==> src/rtl/reg_file_ctrl_pkg.sv <==
// Shared types and sizing for the register-file access controller.
// Holds the controller state encoding and the register file geometry.
package reg_file_ctrl_pkg;

    localparam int REG_CNT = 16;
    localparam int ADDR_W  = 4;
    localparam int DATA_W  = 8;

    localparam logic [ADDR_W-1:0] LAST_ADDR = ADDR_W'(REG_CNT - 1);

    typedef enum logic [1:0] {
        INIT = 2'd0,
        IDLE = 2'd1,
        DBG  = 2'd2,
        ACK  = 2'd3
    } state_e;

    // True when the clear sequence is writing its final register.
    function automatic logic is_last_addr(input logic [ADDR_W-1:0] addr);
        return (addr == LAST_ADDR);
    endfunction

endpackage

==> src/rtl/reg_file_ctrl.sv <==
// Arbitrates the register file write/X-read port between the CPU and a debug port,
// and clears every register after reset before handing the port to the CPU.
module reg_file_ctrl
    import reg_file_ctrl_pkg::*;
(
    input  logic              clk,
    input  logic              rst,
    input  logic [ADDR_W-1:0] cpu_addr_x,
    input  logic              cpu_write_en,
    input  logic [DATA_W-1:0] cpu_wr_data,
    output logic              cpu_stall,
    input  logic              dbg_req,
    input  logic              dbg_we,
    input  logic [ADDR_W-1:0] dbg_addr,
    input  logic [DATA_W-1:0] dbg_wr_data,
    output logic              dbg_ack,
    output logic [DATA_W-1:0] dbg_rd_data,
    output logic              init_done,
    output logic [ADDR_W-1:0] rf_addr_x,
    output logic              rf_write_en,
    output logic [DATA_W-1:0] rf_wr_data,
    input  logic [DATA_W-1:0] rf_rd_data_x
);

    state_e              state_r;
    logic [ADDR_W-1:0]   clr_cnt_r;
    logic                init_done_r;
    logic                dbg_ack_r;
    logic [DATA_W-1:0]   dbg_rd_data_r;

    // Port steering: reset and INIT own the port for clearing, DBG borrows it for one cycle.
    always_comb begin
        cpu_stall   = 1'b0;
        rf_addr_x   = cpu_addr_x;
        rf_write_en = cpu_write_en;
        rf_wr_data  = cpu_wr_data;
        if (rst) begin
            // Held reset keeps clearing register 0 rather than leaving the port to the CPU.
            cpu_stall   = 1'b1;
            rf_addr_x   = {ADDR_W{1'b0}};
            rf_write_en = 1'b1;
            rf_wr_data  = {DATA_W{1'b0}};
        end else begin
            case (state_r)
                INIT: begin
                    cpu_stall   = 1'b1;
                    rf_addr_x   = clr_cnt_r;
                    rf_write_en = 1'b1;
                    rf_wr_data  = {DATA_W{1'b0}};
                end
                DBG: begin
                    cpu_stall   = 1'b1;
                    rf_addr_x   = dbg_addr;
                    rf_write_en = dbg_we;
                    rf_wr_data  = dbg_wr_data;
                end
                IDLE, ACK: begin
                    cpu_stall   = 1'b0;
                    rf_addr_x   = cpu_addr_x;
                    rf_write_en = cpu_write_en;
                    rf_wr_data  = cpu_wr_data;
                end
                default: begin
                    cpu_stall   = 1'b1;
                    rf_addr_x   = cpu_addr_x;
                    rf_write_en = 1'b0;
                    rf_wr_data  = cpu_wr_data;
                end
            endcase
        end
    end

    // Controller state, clear counter and registered debug/status outputs.
    always_ff @(posedge clk) begin
        if (rst) begin
            state_r       <= INIT;
            clr_cnt_r     <= {ADDR_W{1'b0}};
            init_done_r   <= 1'b0;
            dbg_ack_r     <= 1'b0;
            dbg_rd_data_r <= {DATA_W{1'b0}};
        end else begin
            dbg_ack_r <= 1'b0;
            case (state_r)
                INIT: begin
                    clr_cnt_r <= clr_cnt_r + {{(ADDR_W-1){1'b0}}, 1'b1};
                    if (is_last_addr(clr_cnt_r)) begin
                        state_r     <= IDLE;
                        init_done_r <= 1'b1;
                    end else begin
                        state_r     <= INIT;
                        init_done_r <= 1'b0;
                    end
                end
                IDLE: begin
                    if (dbg_req) begin
                        state_r <= DBG;
                    end else begin
                        state_r <= IDLE;
                    end
                end
                DBG: begin
                    // Read data is sampled before the write lands, so a debug write returns the old value.
                    dbg_rd_data_r <= rf_rd_data_x;
                    dbg_ack_r     <= 1'b1;
                    state_r       <= ACK;
                end
                ACK: begin
                    // A request still held here is deliberately ignored to avoid a double service.
                    state_r <= IDLE;
                end
                default: begin
                    state_r     <= INIT;
                    clr_cnt_r   <= {ADDR_W{1'b0}};
                    init_done_r <= 1'b0;
                end
            endcase
        end
    end

    assign dbg_ack     = dbg_ack_r;
    assign dbg_rd_data = dbg_rd_data_r;
    assign init_done   = init_done_r;

endmodule

==> config.mk <==
export PLATFORM = sky130hd
export DESIGN_NAME = reg_file_ctrl
export DESIGN_NICKNAME = d
export VERILOG_FILES = /design/src/rtl/reg_file_ctrl_pkg.sv /design/src/rtl/reg_file_ctrl.sv
export SDC_FILE = /design/constraint.sdc
export NUM_CORES = 1
export LEC_CHECK = 0
export BUFFER_PORTS_ARGS = -buffer_cell sky130_fd_sc_hd__buf_2
export CORE_MARGIN = 2
export CORE_UTILIZATION = 39
export CTS_BUF_LIST = sky130_fd_sc_hd__clkbuf_4 sky130_fd_sc_hd__clkbuf_8 sky130_fd_sc_hd__clkbuf_16
export DETAILED_ROUTE_END_ITERATION = 12
export GPL_ROUTABILITY_DRIVEN = 0
export PLACE_DENSITY = 0.77
export SLEW_MARGIN = 25
export SYNTH_ARGS = -nofsm -noshare
export SYNTH_HDL_FRONTEND = slang
export SYNTH_SLANG_ARGS = --single-unit
==> constraint.sdc <==
create_clock -name clk -period 1.6 [get_ports clk]
set_clock_uncertainty 0.05 [all_clocks]
set_input_delay 0.48 -clock clk [delete_from_list [all_inputs] [get_ports clk]]
set_output_delay 0.48 -clock clk [all_outputs]
set_load 0.02 [all_outputs]
---- Yosys cells after proc, flatten, opt, wreduce, memory -nomap -nowiden ----
Cells that the tools add are included.
storage, ports and cells
  register bits after elaboration ......... 16
  input port bits ......................... 37
  output and inout bits ................... 24
  word-level logic and storage cells ...... 26
cells by class
  add/subtract/negate cells ............... 1
  eq/ne operators ......................... 4
  muxes and demuxes ....................... 13
  reduce and logical (&&, ||, !) cells .... 3
operators with widths
  operator                                             number
  case mux 8 bit (3 select lines)                      1
  case mux 4 bit (3 select lines)                      1
  2-to-1 mux 8 bit                                     1
  case mux 2 bit (4 select lines)                      1
  2-to-1 mux 1 bit                                     5
  adder 4 x 1 -> 4 bit, second input constant          1
  equality test 2 bit, second input constant           2
  equality test 4 bit, second input constant           1
  2-to-1 mux 4 bit                                     1
  OR reduction 2 bit                                   2
  case mux 1 bit (3 select lines)                      1
  equality test 2 x 1 -> 1 bit, second input constant  1
  logical NOT 2 bit                                    1
  2-to-1 mux 2 bit                                     1
  case mux 1 bit (2 select lines)                      1

---- Longest topological paths before layout ----
Gate-level depths: netlist (run 1).
  depth after elaboration ................. 4
  gate-level depth with buffers ........... 5
  mapped depth without buffers ............ 4

---- Worst setup path before layout (run 1) ----
OpenSTA, ideal clock, no wires.
  path type ............................... register to output
  from .................................... register with a tool-made name
  to ...................................... output port rf_wr_data[5]
  data arrival time ....................... 1.137 ns
  data required time ...................... 1.070 ns
  setup slack ............................. -0.067 ns
  stages on the path, launching flop included .. 6
  buffers on the path ..................... 2
  cells stage by stage .................... dfxtp_1 -> nor2b_1 -> buf_2 -> buf_4 -> a22oi_1 -> nor2_1
RTL lines
  element        RTL line             RTL
  end, declared  reg_file_ctrl.sv:21  output logic [DATA_W-1:0] rf_wr_data,

==> qor.csv, run 1 <==
metric,value,unit
syn2layout_area_growth,65.54,%
rows,16,
insertion_delay,0.27,ns
start_kind,register,
post-route-util,0.7025,
ir_drop,339.4,uV
final_cell_mix,"buf_2, nand2_1, a21oi_1, dfxtp_1, buf_4",
cts_hold_buffers,0,
numPortBuffers,60,
yosysUniqueCellTypes,23,
setup_slack,-0.2289,ns
die_w,50.68,microns
cp_max_fo,9,
critPathCaptureType,output port,
clk_pin_slew,0.09,ns
vias_per_cell,5.119,
seq_power_share,0.557,
mostFrequentLayoutCell,buf_2,
finalHoldViolCount,0,
combPwrFrac,0.168,
wirelength,2.579,mm
drtPass1Iterations,4,
hold_path.class,in2reg,
tightest_slew,0.3102,ns
dpl_worst_slack,-0.1075,ns
worst-endpoint-arrival,1.30,ns
nFillCells,151,
die_area,2568,sq um
seqCellArea,327.8,sq um
critPathMaxStageDelay,0.41,ns
dpl_cell_area,1229,sq um
core,2002,sq um
maxSlewHeadroom,0.7930,
num_antenna_cells,0,
clock-sinks,16,
dp_hpwl,1.923,mm
switchingPower,0.0001771,W
yosysWarningCount,0,
fin_area,1406,sq um
violations,negative setup slack,
synth.ff_latch_count,16,
finalSetupViolCount,13,
path_class,reg2out,
powerDensity,522.0,nW/um^2
clock.fmax,546.8,MHz
maxSlewViolCount,0,
ios,61,
rsz0062_at_grt,yes,
num-nets-final,214,
syn_nets,149,
drtAntennaViolNets,0,
drv_cap,0,
p_leak,0.6030,nW
die_y,50.68,microns
cts.htree.levels,1,
period_share,1.143,
syn_area_per_cell,7.654,sq um
mappedNetlistArea,849.6,sq um
syn_inst,111,
start_util,0.4244,
clkPwrFrac,0.275,
grt_pass1_wl,4.077,mm
num_vias,1029,
cts-root-buf,clkbuf_4,
swShare,0.2413,
grt_start_max_net_pins,22,
initialDrtViolationCount,8,
grt_usage,0.2064,
numCtsBuffers,3,
critPathSlowestCell,dfxtp_4,
drcViolationCount,0,
grt_pass1_vias,999,
status,"finished, violations left",
wl_per_cell,12.83,microns
finalPower,0.0007341,W
multi_input_area,565.5,sq um
p_int,0.0005570,W
cts_tree,yes,
seq_area_frac_synth,0.3770,
grt_remaining_overflow,0,
worst_ep_required_time,1.07,ns
drive_above_1_share,0.5920,
antenna_found_initial,0,
fin_crit,1.829,ns
cts_buffer_depth,2,
path_cells,nor2b_4 > buf_12 > a22oi_2 > nor2_2 > buf_6,
[critical path: cells and delay by family (launching register included)]
kind | cells | cell delay (ns)
AND/OR/NAND/NOR | 2 | 0.28
flip-flops | 1 | 0.41
AO/OA/AOI/OAI | 1 | 0.06
buffers and inverters | 2 | 0.27
[metrics by stage]
| step | TNS [ns] | hold slack, ns | instances |
|---|---|---|---|
| CTS | -2.667 | 0.3798 | 201 |
| finish | -2.724 | 0.3800 | 201 |
| global route | -3.568 | 0.3863 | 201 |
| global placement | -0.4286 | 0.3900 | 198 |
| floorplan | 0 | 0.4233 | 111 |
| detailed placement | -0.8654 | 0.3971 | 198 |
[cells by family after synthesis]
kind of cell | after synthesis | share of synthesized area
AND/OR/NAND/NOR | 47 | 0.2445
AO/OA/AOI/OAI | 30 | 0.2047
flip-flops | 16 | 0.3770
buffers and inverters | 11 | 0.08542
multiplexers | 4 | 0.05302
XOR/XNOR | 2 | 0.02062
adder cells (fa/ha/maj) | 1 | 0.01473
[sequential cells by signal (all words and copies together), names as in the netlist, named ones only]
name         cells
state_r          1
dbg_rd_data      8
clr_cnt_r        4
dbg_ack          1
init_done        1
[layer usage]
| layer | GRT usage | vias to the layer above | wire (microns) |
|---|---|---|---|
| met5 | 0 | - | 0 |
| li1 | - | 508 | - |
| met2 | 0.4079 | 47 | 1402 |
| met4 | 0.07207 | 0 | 22 |
| met3 | 0.02381 | 2 | 152 |
| met1 | 0.2210 | 472 | 1001 |
[final timing paths]
check | endpoint | cells past startpoint | slack [ns] | startpoint
worst min-delay path | dbg_rd_data[5] | 3 | 0.38 | rf_rd_data_x[5]
worst max-delay path | rf_wr_data[5] | 5 | -0.23 | register
worst min register to register | dbg_rd_data[5] | 2 | 0.41 | dbg_rd_data[5]
worst max register to register | clr_cnt_r[3] | 3 | 0.24 | register
[area by class of cell]
type,count,area share
Sequential cell,16,0.2331
Multi-Input combinational cell,84,0.4021
Inverter,2,0.005338
Tap cell,27,0.02402
Timing Repair Buffer,69,0.3194
Clock buffer,3,0.01601
[power by group through the flow]
stage	Sequential (W)	Combinational (W)	Clock, W
2_1_floorplan	0.000420	0.0000476	0
3_3_place_gp	0.000421	0.000106	0
3_5_place_dp	0.000421	0.000108	0
4_1_cts	0.000408	0.000122	0.000205
5_1_grt	0.000410	0.000134	0.000223
6_report	0.000409	0.000123	0.000202
[Yosys cell counts]
master	number	area share
dfxtp_1	16	0.38
clkbuf_1	2	0.0088
or3_1	1	0.0074
nor3b_2	1	0.015
a22oi_1	8	0.071
clkbuf_8	2	0.032
nor2b_1	1	0.0074
o21ai_0	2	0.012
nand4_1	2	0.015
nand2_1	25	0.11
nand3_1	1	0.0059
or4_1	1	0.0088
inv_1	2	0.0088
ha_1	1	0.015
mux2_2	4	0.053
o22ai_1	1	0.0074
o31ai_1	1	0.0088
nor2_1	12	0.053
nand2b_1	3	0.022
a21oi_1	18	0.11
buf_2	3	0.018
buf_4	2	0.018
xnor2_1	2	0.021
[timing repair]
item                       4_1_cts  5_1_grt
hold endpoints to repair         0        0
setup buffers                    1        0
cloned                           0        0
gates resized for setup         37        5
pin swaps                        5        0
setup endpoints to repair       14       14
Power figures use the tool's default switching activity.
==> run 2, diff against run 1 <==
--- a/config.mk
+++ b/config.mk
@@ -7,11 +7,11 @@
 export LEC_CHECK = 0
 export BUFFER_PORTS_ARGS = -buffer_cell sky130_fd_sc_hd__buf_2
 export CORE_MARGIN = 2
-export CORE_UTILIZATION = 39
-export CTS_BUF_LIST = sky130_fd_sc_hd__clkbuf_4 sky130_fd_sc_hd__clkbuf_8 sky130_fd_sc_hd__clkbuf_16
+export CORE_UTILIZATION = 41
+export CTS_BUF_LIST = sky130_fd_sc_hd__clkbuf_4
 export DETAILED_ROUTE_END_ITERATION = 12
 export GPL_ROUTABILITY_DRIVEN = 0
-export PLACE_DENSITY = 0.77
+export PLACE_DENSITY = 0.81
 export SLEW_MARGIN = 25
 export SYNTH_ARGS = -nofsm -noshare
 export SYNTH_HDL_FRONTEND = slang
==> run 2 against run 1 <==
Compared with the run above: the run still ends with negative setup slack left; sequential share of layout area decreased by 0.92 points; highest routed layer unchanged; wire length up 7.1%; worst hold slack got worse by 0.0066 ns; global-route usage rose by 1.8 points; worst setup slack got worse by 0.080 ns; critical path depth unchanged; register-to-register slack worse by 0.18 ns; clock-buffer cell count is the same; critical path type unchanged; clock power is 7% higher; sequential power hardly changed.
==> qor.csv, run 2 (synthesis gave the netlist of run 1 again) <==
metric,value,unit,change
status,"finished, violations left",,unchanged
violations,negative setup slack,,unchanged
fin_crit,1.909,ns,was 1.829 ns
num_vias,1083,,was 1029
finalSetupViolCount,14,,was 13
maxSlewViolCount,0,,unchanged
drv_cap,0,,unchanged
clk_pin_slew,0.10,ns,was 0.09 ns
largest_reg_flops,8,,unchanged
finalHoldViolCount,0,,unchanged
ios,61,,unchanged
whs,0.3734,ns,was 0.3800 ns
drcViolationCount,0,,unchanged
drtAntennaViolNets,0,,unchanged
numCtsBuffers,3,,unchanged
die_area,2452,sq um,was 2568 sq um
ir_drop,401.2,uV,was 339.4 uV
num_antenna_cells,0,,unchanged
post-route-util,0.7404,,was 0.7025
switchingPower,0.0001901,W,was 0.0001771 W
maxSlewHeadroom,0.7853,,was 0.7930
die_w,49.52,microns,was 50.68 microns
insertion_delay,0.28,ns,was 0.27 ns
hold_path.class,in2reg,,unchanged
num-nets-final,221,,was 214
core,1962,sq um,was 2002 sq um
clock.fmax,523.8,MHz,was 546.8 MHz
drive_above_1_share,0.5989,,was 0.5920
cts.htree.levels,1,,unchanged
grt_pass1_vias,1046,,was 999
wirelength,2.762,mm,was 2.579 mm
mostFrequentLayoutCell,buf_2,,unchanged
seq_power_share,0.545,,was 0.557
cts_hold_buffers,0,,unchanged
cts_tree,yes,,unchanged
powerDensity,517.9,nW/um^2,was 522.0 nW/um^2
antenna_found_initial,0,,unchanged
start_kind,register,,unchanged
rr_startpoint,state_r[0],,
cts-root-buf,clkbuf_4,,unchanged
initialDrtViolationCount,37,,was 8
swShare,0.2526,,was 0.2413
clock-sinks,16,,unchanged
p_int,0.0005623,W,was 0.0005570 W
worst-endpoint-arrival,1.38,ns,was 1.30 ns
grt_start_max_net_pins,20,,was 22
worst_ep_required_time,1.07,ns,about the same
period_share,1.193,,was 1.143
wl_per_cell,13.22,microns,was 12.83 microns
start_util,0.4330,,was 0.4244
grt_usage,0.2243,,was 0.2064
cts_buffer_depth,2,,unchanged
die_y,49.52,microns,was 50.68 microns
syn2layout_area_growth,70.99,%,was 65.54%
grt_pass1_wl,4.360,mm,was 4.077 mm
path_class,reg2out,,unchanged
tightest_slew,0.3217,ns,was 0.3102 ns
vias_per_cell,5.182,,was 5.119
dp_hpwl,1.886,mm,was 1.923 mm
min-delay-start,rf_rd_data_x[1],,was rf_rd_data_x[5]
grt_remaining_overflow,0,,unchanged
numPortBuffers,60,,unchanged
finalPower,0.0007524,W,was 0.0007341 W
critPathCaptureType,output port,,unchanged
rows,16,,unchanged
nFillCells,160,,was 151
cp_max_fo,7,,was 9
p_leak,0.6413,nW,was 0.6030 nW
combPwrFrac,0.168,,about the same
setup_slack,-0.3091,ns,was -0.2289 ns
rsz0062_at_grt,yes,,unchanged
drtPass1Iterations,4,,unchanged
final_cell_mix,"buf_2, nand2_1, buf_4, a21oi_1, dfxtp_1",,"was buf_2, nand2_1, a21oi_1, dfxtp_1, buf_4"
clkPwrFrac,0.287,,was 0.275
==> run 2: cell count changes in the layout (fill, tap and decap cells not counted), sizes merged <==
cell    before  now
buf         69   76
clkinv       0    1
==> run 2: critical path: stages (launching register included) <==
cell	delay (ns)
dfxtp_2	0.37
buf_6	0.15
mux2_4	0.31
nand2_2	0.07
a21oi_2	0.05
buf_4	0.15
==> run 2: routing by layer <==
metal,up-vias,share of wire,GRT usage
li1,524,-,-
met1,502,0.37,0.2619
met2,51,0.55,0.4133
met3,6,0.066,0.02424
met4,0,0.016,0.08796
met5,-,0,0
==> run 2: final timing paths <==
check	to	slack [ns]	cells after the start
max	rf_addr_x[3]	-0.31	5
min	dbg_rd_data[1]	0.37	3
max reg2reg	clr_cnt_r[3]	0.06	5
min reg2reg	dbg_rd_data[7]	0.40	2
==> run 2: stage by stage <==
step	area [sq um]	setup WS, ns	instances	setup TNS (ns)
2_1_floorplan	879.6	0.01152	111	0
3_3_place_gp	1244	-0.04362	200	-0.1339
6_report	1453	-0.3091	209	-3.254
3_5_place_dp	1244	-0.06334	200	-0.2095
4_1_cts	1350	-0.2895	206	-3.360
5_1_grt	1453	-0.3518	209	-4.010
==> run 2: power by group through the flow <==
stage	Sequential, W	Clock, W	Combinational [W]
floorplan	0.000420	0	0.0000476
global placement	0.000420	0	0.000106
detailed placement	0.000421	0	0.000111
CTS	0.000411	0.000219	0.000121
global route	0.000410	0.000231	0.000137
finish	0.000410	0.000216	0.000126
==> run 2: repair_timing <==
item	CTS	global route
pin swaps	5	8
buffers inserted	1	3
setup endpoints to repair	14	14
gates resized for setup	23	22
gates cloned	1	0
==> run 2: layout make-up <==
cell class	count	area, sq um	area share
Multi-Input combinational cell	84	560.5	0.3859
Timing Repair Buffer	76	499.2	0.3437
Sequential cell	16	325.3	0.2239
Tap cell	27	33.78	0.02326
Clock buffer	3	22.52	0.01550
Inverter	2	7.507	0.005168
Clock inverter	1	3.754	0.002584
